$ cat src/rtl/rx_byte_tracker_pkg.sv
// Shared types and constants for the RX byte tracker.
package rx_byte_tracker_pkg;

  typedef enum logic [1:0] {
    IDLE  = 2'd0,
    COUNT = 2'd1,
    DONE  = 2'd2,
    ERR   = 2'd3
  } state_t;

  localparam int CRC_BYTES = 2;

  function automatic int max_pkt(input int bits);
    return 1 << bits;
  endfunction

endpackage

$ cat src/rtl/rx_byte_tracker_sat_counter.sv
// Saturating up-counter with synchronous clear; clear wins over increment.
module rx_sat_counter #(
  parameter int W = 8
) (
  input  logic         clk,
  input  logic         n_rst,
  input  logic         clear_i,
  input  logic         inc_i,
  output logic [W-1:0] count_o
);

  localparam logic [W-1:0] ONE = W'(1);

  logic [W-1:0] count_q;
  logic [W-1:0] count_d;

  always_comb begin
    count_d = count_q;
    if (clear_i) begin
      count_d = '0;
    end else if (inc_i && (count_q != '1)) begin
      count_d = count_q + ONE;
    end
  end

  always_ff @(posedge clk or negedge n_rst) begin
    if (!n_rst) begin
      count_q <= '0;
    end else begin
      count_q <= count_d;
    end
  end

  assign count_o = count_q;

endmodule

$ cat src/rtl/rx_byte_tracker.sv
// Counts RX bytes between sop and eop and publishes the payload length until acked.
// Define RX_CRC_STRIP_EN to exclude the trailing CRC16 bytes from the length.
module rx_byte_tracker
  import rx_byte_tracker_pkg::*;
#(
  parameter int BITS = 6
) (
  input  logic            clk,
  input  logic            n_rst,
  input  logic            sop,
  input  logic            byte_valid,
  input  logic            eop,
  input  logic            abort,
  input  logic            length_ack,
  output logic [BITS-1:0] packet_length,
  output logic            empty,
  output logic            length_valid,
  output logic            overflow,
  output logic            busy
);

  localparam int RW      = BITS + 2;
  localparam int MAX_PKT = max_pkt(BITS);
`ifdef RX_CRC_STRIP_EN
  localparam int TRIM    = CRC_BYTES;
`else
  localparam int TRIM    = 0;
`endif
  localparam logic [RW-1:0] RAW_ONE = RW'(1);
  localparam logic [RW-1:0] MAX_W   = RW'(MAX_PKT);
  localparam logic [RW:0]   TRIM_W  = (RW + 1)'(TRIM);

  state_t          state_q;
  logic [BITS-1:0] packet_length_q;
  logic            empty_q;
  logic            length_valid_q;
  logic            overflow_q;
  logic            busy_q;

  logic [RW-1:0] raw;
  logic [RW-1:0] raw_eval;
  logic [RW:0]   diff;
  logic [RW-1:0] payload;
  logic          too_short;
  logic          too_long;
  logic          cnt_clear;
  logic          cnt_inc;

  // sop carries no byte, so a restart never counts the byte_valid of that cycle.
  assign cnt_clear = sop && ((state_q == IDLE) || (state_q == COUNT));
  assign cnt_inc   = (state_q == COUNT) && byte_valid && !sop && !abort;

  rx_sat_counter #(.W(RW)) u_cnt (
    .clk     (clk),
    .n_rst   (n_rst),
    .clear_i (cnt_clear),
    .inc_i   (cnt_inc),
    .count_o (raw)
  );

  // The eop cycle may carry the last byte; judge the packet on the saturated total.
  always_comb begin
    raw_eval = raw;
    if (byte_valid && (raw != '1)) begin
      raw_eval = raw + RAW_ONE;
    end
  end

  // One extra bit turns "raw < TRIM" into a borrow check.
  assign diff      = {1'b0, raw_eval} - TRIM_W;
  assign too_short = diff[RW];
  assign payload   = diff[RW-1:0];
  assign too_long  = payload > MAX_W;

  always_ff @(posedge clk or negedge n_rst) begin
    if (!n_rst) begin
      state_q         <= IDLE;
      packet_length_q <= '0;
      empty_q         <= 1'b0;
      length_valid_q  <= 1'b0;
      overflow_q      <= 1'b0;
      busy_q          <= 1'b0;
    end else begin
      case (state_q)
        IDLE: begin
          if (sop) begin
            state_q <= COUNT;
            busy_q  <= 1'b1;
          end
        end
        COUNT: begin
          if (abort) begin
            state_q <= IDLE;
            busy_q  <= 1'b0;
          end else if (sop) begin
            state_q <= COUNT;
          end else if (eop) begin
            busy_q <= 1'b0;
            if (too_short || too_long) begin
              state_q    <= ERR;
              overflow_q <= 1'b1;
            end else begin
              state_q         <= DONE;
              packet_length_q <= payload[BITS-1:0];
              empty_q         <= (payload == '0);
              length_valid_q  <= 1'b1;
            end
          end
        end
        DONE: begin
          if (length_ack) begin
            state_q        <= IDLE;
            length_valid_q <= 1'b0;
          end
        end
        ERR: begin
          state_q    <= IDLE;
          overflow_q <= 1'b0;
        end
        default: begin
          state_q        <= IDLE;
          length_valid_q <= 1'b0;
          overflow_q     <= 1'b0;
          busy_q         <= 1'b0;
        end
      endcase
    end
  end

  assign packet_length = packet_length_q;
  assign empty         = empty_q;
  assign length_valid  = length_valid_q;
  assign overflow      = overflow_q;
  assign busy          = busy_q;

endmodule

$ cat config.mk
export PLATFORM = sky130hd
export DESIGN_NAME = rx_byte_tracker
export DESIGN_NICKNAME = d
export VERILOG_FILES = /design/src/rtl/rx_byte_tracker_pkg.sv /design/src/rtl/rx_byte_tracker_sat_counter.sv /design/src/rtl/rx_byte_tracker.sv
export SDC_FILE = /design/constraint.sdc
export NUM_CORES = 1
export LEC_CHECK = 0
export ABC_AREA = 1
export CORE_UTILIZATION = 45
export CTS_CLUSTER_DIAMETER = 80
export DETAILED_ROUTE_END_ITERATION = 12
export GPL_TIMING_DRIVEN = 0
export HOLD_SLACK_MARGIN = 0.02
export PLACE_DENSITY = 0.68
export SETUP_SLACK_MARGIN = 0.05
export SLEW_MARGIN = 20
export SYNTH_ARGS = -nofsm -noshare
export SYNTH_HDL_FRONTEND = slang
export SYNTH_SLANG_ARGS = --single-unit
$ cat constraint.sdc
create_clock -name clk -period 2.4 [get_ports clk]
set_input_delay 0.36 -clock clk [delete_from_list [all_inputs] [get_ports clk]]
set_output_delay 0.36 -clock clk [all_outputs]
set_load 0.02 [all_outputs]
==> impl_metrics.json, run 1 <==
{
  "synth.most_common_cell": "nand2_1",
  "final-setup-viol-count": 0,
  "clk_pin_slew_ps": 120,
  "dp.cells": 212,
  "cts_root_buffer": "clkbuf_4",
  "period_needed_ps": 1980,
  "post_cts_buffers": 0,
  "fmax_mhz": 506,
  "r2r-start": "u_cnt.count_o[0]",
  "hp-start": "overflow",
  "postCtsHoldBufs": 0,
  "netlist_instances": 167,
  "viasPerCell": 5.06,
  "cp_cell_sequence": "ha_1 > nand3_1 > nor2_1 > xor2_1 > inv_1 > nand2_1 > nand4_1 > nand2_4 > nand2_4 > buf_6 > nand2_1 > o21ai_2",
  "grt_pass1_vias": 915,
  "nets": 195,
  "drt_iter0_markers": 42,
  "hold_path_class": "reg2reg",
  "synth_common_cells": "61 x nand2_1, 20 x dfrtp_1, 19 x inv_1",
  "syn_area_um2": 1200,
  "drv_cap": 0,
  "boundaryPins": 17,
  "fin_tns_setup_ps": 0,
  "rsz0062_at_grt": "false",
  "cts_sinks": 20,
  "overflow": 0,
  "place_area_um2": 1390,
  "relSlewSlack_pct": 39.1,
  "synth_top_area_share_pct": 41.5,
  "crit_start": "u_cnt.count_o[0]",
  "htreeDepth": 1,
  "syn_nets": 175,
  "critPathRequiredTime_ps": 2600,
  "cts_made_buffers": 3,
  "crit_arrival_ps": 2180,
  "synth-edff-count": 0,
  "status": "complete, no violations",
  "ant_nets": 0,
  "crit_fanout": 10,
  "ys_ff_latch": 20,
  "ctsResizeCount": 0,
  "instances_no_fill": 216,
  "drc_errors": 0,
  "ir_drop_v": 0.000524,
  "areaGrowthSynthToFinish_pct": 18.6,
  "gp_congestion": 0.887,
  "grt_pass1_wl_um": 3950,
  "power_density_nw_per_um2": 799,
  "skew_ps": 6.89,
  "critPathSlowestCell": "dfrtp_1",
  "grt_usage_pct": 19.0,
  "path_class": "reg2reg",
  "io_buffer_count": 15,
  "routed_wl_um": 2440,
  "async_flop_share_pct": 100,
  "antenna_found_initial": 0,
  "die_w_um": 53.7,
  "synth.distinct_cells": 24,
  "finalCritPeriodShare_pct": 82.4,
  "leakage_nw": 0.707,
  "diodes": 0,
  "crit_path_max_incr_delay_ps": 420,
  "worst_pin_slew_ps": 911,
  "yosys_warnings": 0,
  "wl_per_cell_um": 11.3,
  "die_h_um": 53.7,
  "yosysTopAreaCell": "dfrtp_1",
  "placementRows": 18,
  "ys_seq_area_share_pct": 41.5,
  "layout-drive-gt1-share_pct": 10.8,
  "core_area_um2": 2500,
  "syn_avg_cell_area_um2": 7.22,
  "num_vias": 1093,
  "worstSetupStartpointType": "flip-flop",
  "cts_tree": "yes",
  "start_util_pct": 48.2,
  "crit_path_end_kind": "flip-flop",
  "drt_first_pass_iters": 4,
  "synthFlopType": "dfrtp_1",
  "synth_area_leaders": "dfrtp_1 42%, nand2_1 19%, inv_1 5.9%",
  "finalMaxSlewViolations": 0,
  "hold_violations": 0,
  "dp_hpwl_um": 1930,
  "die_area_um2": 2890,
  "clockBufferDepth": 2,
  "clock_latency_ps": 300,
  "finish.instance_area_um2": 1430,
  "grt_max_degree": 21
}
[state kept, by name, summed over array words and instances (netlist names)]
name	flops
length_valid	1
packet_length	6
overflow	1
empty	1
state_q	2
busy	1
u_cnt.count_o	8
[per-stage QoR]
stage / util, % / power (W) / setup slack [ps] / hold slack [ps]
floorplan: - / 0.000748 / 640 / 64.4
global placement: 55.7 / 0.000938 / 366 / 454
detailed placement: 55.7 / 0.000951 / 317 / 463
CTS: 57.2 / 0.00115 / 407 / 492
global route: 57.2 / 0.00122 / 224 / 509
finish: 57.2 / 0.00114 / 423 / 488
[layer usage]
layer | global-route usage, % | routed length (um) | up-vias
li1 | - | - | 571
met1 | 27.9 | 1210 | 493
met2 | 28.2 | 1080 | 25
met3 | 2.54 | 116 | 4
met4 | 6.58 | 25 | 0
met5 | 0 | 0 | -
[layout make-up]
class,instances,area (um^2)
clock buffers,4,36.3
fillers,239,1070
repair buffers,15,150
plain buffers,2,16.3
inverters,21,78.8
flip-flops and latches,20,500
multi-input cells,124,609
well taps,30,37.5
[power by group]
group	total, W	switching (W)	internal, W
Clock	0.000198	0.000106	0.0000926
Combinational	0.000471	0.000262	0.000209
Sequential	0.000471	0.0000498	0.000421
[path summary, 6_finish.rpt]
check | endpoint | slack, ps | cells past startpoint
min in group asynchronous | packet_length[1] | 550 | 1
max | packet_length[3] | 420 | 12
max in group asynchronous | u_cnt.count_o[0] | 1290 | 1
min | overflow | 490 | 2
max reg2reg | packet_length[3] | 420 | 12
min reg2reg | overflow | 490 | 2
[critical path: cells and delay by family, from the launching register on]
kind / cells / cell delay [ps]
buffers and inverters: 2 / 210
and+or+nand+nor: 7 / 740
AOI/OAI and AO/OA: 1 / 50
xor gates and xnor gates: 1 / 220
DFF: 1 / 420
adders and majority gates: 1 / 260
[cell usage in the layout (no fill, tap or decap)]
master / instances
clkdlybuf4s50_1: 15
o22ai_1: 6
ha_1: 1
nand2_2: 2
clkbuf_4: 3
o21ai_0: 5
inv_1: 19
nor2_4: 1
nand2_4: 3
o21ai_2: 2
clkbuf_8: 1
nand4_1: 2
buf_6: 1
a21oi_1: 2
buf_2: 1
nand3b_1: 1
nand3_1: 14
nand2_1: 61
nor2_1: 13
nor2_2: 3
nor3_1: 1
xor2_1: 1
nand2_8: 1
dfrtp_1: 20
inv_2: 2
a2111oi_0: 1
o21ai_1: 4
[kinds of logic (layout without fill, tap and decap cells)]
| kind of cell | count (synthesis) | in the layout | synth area share (%) |
|---|---|---|---|
| buffers and inverters | 23 | 42 | 7.89 |
| adders and majority gates | 1 | 1 | 1.04 |
| DFF | 20 | 20 | 41.5 |
| xor gates and xnor gates | 1 | 1 | 0.727 |
| and+or+nand+nor | 102 | 102 | 38.9 |
| AOI/OAI and AO/OA | 20 | 20 | 9.87 |
No activity file was read; power rests on OpenSTA's default activity.
==> run 2: changes to the inputs <==
clock period = 1.85 ns   (was 2.4 ns; I/O delays follow)
==> run 2 against run 1 <==
The run now ends with negative setup slack left. Design area up 22%. Clock skew down 5.3 ps. Sequential power up 30%. Critical path depth up 2. Total power up 40%. Largest power group is now combinational cells.
==> impl_metrics.json, run 2 (synthesis gave the netlist of run 1 again) <==
{
  "boundaryPins": 17,
  "cts_root_buffer": "clkbuf_4",
  "drt_first_pass_iters": 4,
  "rsz0062_at_grt": "true",
  "cts_made_buffers": 3,
  "die_h_um": 53.7,
  "dp_hpwl_um": 1930,
  "skew_ps": 1.63,
  "cts_tree": "yes",
  "clk_pin_slew_ps": 120,
  "hold_violations": 0,
  "placementRows": 18,
  "finalPower_w": 0.00160,
  "fmax_mhz": 518,
  "grt_usage_pct": 21.1,
  "antenna_found_initial": 0,
  "crit_path_max_incr_delay_ps": 420,
  "drc_errors": 0,
  "clockBufferDepth": 2,
  "power_density_nw_per_um2": 918,
  "die_area_um2": 2890,
  "die_w_um": 53.7,
  "worstSetupStartpointType": "flip-flop",
  "final_cell_mix": "46 x nand2_1, 21 x buf_4, 17 x inv_1, 17 x dfrtp_1, 15 x clkdlybuf4s50_1",
  "crit_path_end_kind": "flip-flop",
  "fin_ws_ps": -78.9,
  "ant_nets": 0,
  "final_common_cell": "nand2_1",
  "finalCritPeriodShare_pct": 104,
  "relSlewSlack_pct": 39.5,
  "worst_pin_slew_ps": 904,
  "critPathRequiredTime_ps": 2090,
  "regArea_um2": 504,
  "routed_wl_um": 3060,
  "gp_congestion": 0.887,
  "crit_arrival_ps": 2170,
  "layout-drive-gt1-share_pct": 35.4,
  "critPathSlowestCell": "dfrtp_1",
  "largest_reg_flops": 8,
  "io_buffer_count": 15,
  "leakage_nw": 0.844,
  "diodes": 0,
  "hold_path_class": "in2reg",
  "final_util_pct": 69.8,
  "drv_cap": 0,
  "clock_latency_ps": 300,
  "status": "finished with violations",
  "core_area_um2": 2500,
  "reg2reg_depth": 14,
  "dpl_worst_slack_ps": -151,
  "start_util_pct": 48.2,
  "postCtsHoldBufs": 0,
  "cp_cell_sequence": "buf_6 > ha_4 > nand2_4 > nor2_4 > nand2_4 > nand2_8 > nand2_2 > nand2_2 > buf_4 > buf_4 > buf_4 > buf_4 > buf_4 > o21ai_1",
  "crit_fanout": 7,
  "viasPerCell": 5.17,
  "holdPathStages": 4,
  "critPathMostFrequentCell": "buf_4",
  "overflow": 0,
  "grt_max_degree": 21,
  "drt_iter0_markers": 42,
  "areaGrowthSynthToFinish_pct": 44.8,
  "path_class": "reg2reg",
  "violations": "negative setup slack",
  "ir_drop_v": 0.000686,
  "nets": 218,
  "final-setup-viol-count": 9,
  "wl_per_cell_um": 12.8,
  "num_vias": 1236,
  "grt_pass1_vias": 1038,
  "period_needed_ps": 1930,
  "multi_input_area_um2": 737,
  "finalMaxSlewViolations": 0,
  "grt_pass1_wl_um": 4400,
  "htreeDepth": 1,
  "cts_sinks": 20,
  "fillers": 198
}
## run 2: worst max-delay path: cells and delay by family (launching register included)
kind	cells	cell delay [ps]
buffers and inverters	6	740
AND/OR/NAND/NOR	6	440
flip-flops	1	420
AO/OA/AOI/OAI	1	110
adder cells (fa/ha/maj)	1	170
## run 2: stage by stage
step / cells / instance area, um^2 / hold slack (ps) / TNS [ps]
after floorplan: 167 / 1200 / -18.1 / 0
after global placement: 212 / 1390 / 454 / -957
after detailed placement: 212 / 1390 / 463 / -1730
after CTS: 235 / 1610 / 438 / -32.0
after global routing: 239 / 1740 / 468 / -1470
final: 239 / 1740 / 443 / -488
## run 2: path summary, 6_finish.rpt
path / from / end / slack [ps]
max: u_cnt.count_o[0] / packet_length[1] / -80
min: byte_valid / packet_length[4] / 440
max reg2reg: u_cnt.count_o[0] / packet_length[1] / -80
min reg2reg: overflow / overflow / 490
max in group asynchronous: n_rst / state_q[1] / 770
min in group asynchronous: n_rst / packet_length[3] / 470
## run 2: where the power goes
group | leakage (nW) | internal [W] | total, W | switching (W)
logic | 0.565 | 0.000338 | 0.000728 | 0.000390
registers | 0.258 | 0.000547 | 0.000612 | 0.0000644
clock network | 0.0210 | 0.000120 | 0.000262 | 0.000141
total | 0.844 | 0.00101 | 0.00160 | 0.000596
## run 2: per-layer routing
| metal | GRT usage, % | vias to the layer above | wire length [um] |
|---|---|---|---|
| met5 | 0 | - | 0 |
| met4 | 7.02 | 0 | 27 |
| met3 | 3.11 | 4 | 130 |
| met2 | 33.7 | 32 | 1520 |
| met1 | 28.8 | 585 | 1380 |
| li1 | - | 615 | - |
## run 2: repair_timing
item                       in CTS  in global routing
gates cloned                    1                  0
pin swaps                       3                  4
resized for setup              14                 29
setup buffers                  18                  4
setup endpoints to repair      18                 18
## run 2: layout make-up
type | count | area share, %
tap | 30 | 2.15
timing repair buffer | 38 | 18.9
multi-input combinational | 124 | 42.3
buffer | 2 | 0.933
inverter | 21 | 4.73
sequential | 20 | 28.9
clock buffer | 4 | 2.08
==> run 3: changes to the inputs <==
ABC_AREA = default   (was 1)
CORE_MARGIN = 5   (was default)
PLACE_DENSITY = 0.67   (was 0.68)
SETUP_SLACK_MARGIN = default   (was 0.05)
==> run 3 against run 2 <==
Critical endpoint is now packet_length[3]. Sequential power shrank 15%. Critical path type unchanged. Utilization shrank 2.8 points. Fmax shrank 7.0%. Total power shrank 26%. Largest power group is now sequential cells. Highest routed layer unchanged. Worst hold slack lost 48 ps. Design area grew 4.0%. The run still ends with negative setup slack left. Clock power is essentially flat. Clock-buffer cell count is the same. Critical path depth shrank 7.
==> impl_metrics.json, run 3 <==
{
  "routed_wl_um": 3430,
  "die_area_um2": 3940,
  "viasPerCell": 5.93,
  "synth-edff-count": 0,
  "wl_per_cell_um": 16.1,
  "ant_nets": 0,
  "relSlewSlack_pct": 37.7,
  "drv_cap": 0,
  "leakage_nw": 0.781,
  "clockBufferDepth": 2,
  "finalMaxSlewViolations": 0,
  "layout-drive-gt1-share_pct": 33.5,
  "syn_nets": 149,
  "core_area_um2": 2710,
  "place_area_um2": 1470,
  "areaGrowthSynthToFinish_pct": 44.7,
  "skew_ps": 5.98,
  "path_class": "reg2reg",
  "grt_usage_pct": 16.6,
  "boundaryPins": 17,
  "final-setup-viol-count": 10,
  "ir_drop_v": 0.000636,
  "cts_made_buffers": 3,
  "worst_pin_slew_ps": 931,
  "drc_errors": 0,
  "cts_root_buffer": "clkbuf_4",
  "synth.most_common_cell": "nand2_1",
  "ys_seq_area_share_pct": 39.9,
  "worstSetupStartpointType": "flip-flop",
  "dp_hpwl_um": 2160,
  "gp_congestion": 0.828,
  "nets": 191,
  "async_flop_share_pct": 100,
  "cts_tree": "yes",
  "period_needed_ps": 2070,
  "grt_pass1_wl_um": 5500,
  "die_w_um": 62.8,
  "overflow": 0,
  "htreeDepth": 1,
  "syn_area_um2": 1250,
  "crit_fanout": 5,
  "ys_ff_latch": 20,
  "violations": "negative setup slack",
  "clock_latency_ps": 310,
  "start_util_pct": 46.3,
  "crit_path_end_kind": "flip-flop",
  "fillers": 216,
  "finalCritPeriodShare_pct": 112,
  "rsz0062_at_grt": "true",
  "hold_violations": 0,
  "fmax_mhz": 482,
  "diodes": 0,
  "synth.distinct_cells": 44,
  "placementRows": 19,
  "power_density_nw_per_um2": 656,
  "hold_path_class": "in2reg",
  "die_h_um": 62.8,
  "io_buffer_count": 16,
  "antenna_found_initial": 0,
  "grt_max_degree": 21,
  "drt_iter0_markers": 76,
  "num_vias": 1264,
  "yosys_warnings": 0,
  "yosysTopAreaCell": "dfrtp_1",
  "synth_area_leaders": "dfrtp_1 40%, o21ai_0 7.6%, nand2_1 6.3%",
  "final_cell_mix": "20 x nand2_1, 17 x buf_4, 16 x dfrtp_1, 15 x clkdlybuf4s50_1, 11 x o21ai_0",
  "clk_pin_slew_ps": 120,
  "finish.instance_area_um2": 1810,
  "cts_sinks": 20,
  "synth_common_cells": "21 x nand2_1, 20 x dfrtp_1, 19 x o21ai_0",
  "fin_ws_ps": -224,
  "syn_avg_cell_area_um2": 8.89,
  "synthFlopType": "dfrtp_1",
  "critPathRequiredTime_ps": 2050,
  "final_common_cell": "nand2_1",
  "synth_top_area_share_pct": 39.9,
  "netlist_instances": 141,
  "crit_arrival_ps": 2270,
  "largest_reg_flops": 8,
  "status": "finished with violations",
  "drt_first_pass_iters": 4,
  "fin_tns_setup_ps": -1690,
  "grt_pass1_vias": 1193
}
## run 3: power breakdown
group / leakage (nW) / switching [W] / internal, W
sequential: 0.256 / 0.0000299 / 0.000493
clock: 0.0210 / 0.000143 / 0.000120
combinational: 0.504 / 0.000198 / 0.000207
total: 0.781 / 0.000371 / 0.000820
## run 3: repair_timing
item,4_1_cts,5_1_grt
setup buffers,14,8
endpoints found under the setup margin,12,18
pin swaps,9,8
cloned,0,1
hold buffers,0,0
gates resized for setup,15,24
## run 3: final cells by class
cell class,count,area [um^2],area share [%]
Multi-Input combinational cell,105,806,44.4
Sequential cell,20,505,27.9
Timing Repair Buffer,36,335,18.5
Buffer,7,55.1,3.03
Tap cell,31,38.8,2.14
Inverter,10,37.5,2.07
Clock buffer,4,36.3,2.00
## run 3: path summary, 6_finish.rpt
| path | cells past startpoint | slack [ps] | endpoint | start |
|---|---|---|---|---|
| worst min register to register | 1 | 490 | length_valid | length_valid |
| max in group asynchronous | 1 | 750 | u_cnt.count_o[4] | n_rst |
| worst max-delay path | 7 | -220 | packet_length[3] | u_cnt.count_o[1] |
| worst max register to register | 7 | -220 | packet_length[3] | u_cnt.count_o[1] |
| min in group asynchronous | 1 | 480 | busy | n_rst |
| worst min-delay path | 2 | 400 | u_cnt.count_o[7] | sop |
## run 3: cells by family after synthesis
logic type	Yosys count	share of synthesized area (%)
XOR/XNOR	2	1.40
adder cells (fa/ha/maj)	1	0.998
flip-flops	20	39.9
buffers and inverters	17	6.69
multiplexers	6	5.59
AND/OR/NAND/NOR	51	22.6
AO/OA/AOI/OAI	44	22.9
## run 3: worst max-delay path, cell delays in order (launching register included)
cell     delay (ps)
dfrtp_2         410
ha_4            160
nand4_1         160
o21ai_2         220
mux2i_2         300
nand3_2         140
o21ai_4         250
mux2_4          320
## run 3: per-layer routing
layer,GRT usage [%],share of wire [%],vias up
met5,0,0,-
met4,4.77,1.0,0
met3,3.60,6.7,6
met2,27.5,50,56
met1,21.6,42,607
li1,-,-,595
## run 3: per-stage QoR
stage | utilization, % | hold slack (ps) | std cells | power (W) | worst slack (ps)
after global routing | 66.9 | 424 | 213 | 0.00126 | -309
after CTS | 62.1 | 491 | 206 | 0.00116 | -119
after floorplan | - | -18.1 | 141 | 0.000721 | -233
final | 66.9 | 395 | 213 | 0.00119 | -224
after global placement | 54.1 | 463 | 188 | 0.000873 | -550
after detailed placement | 54.1 | 465 | 188 | 0.000876 | -577
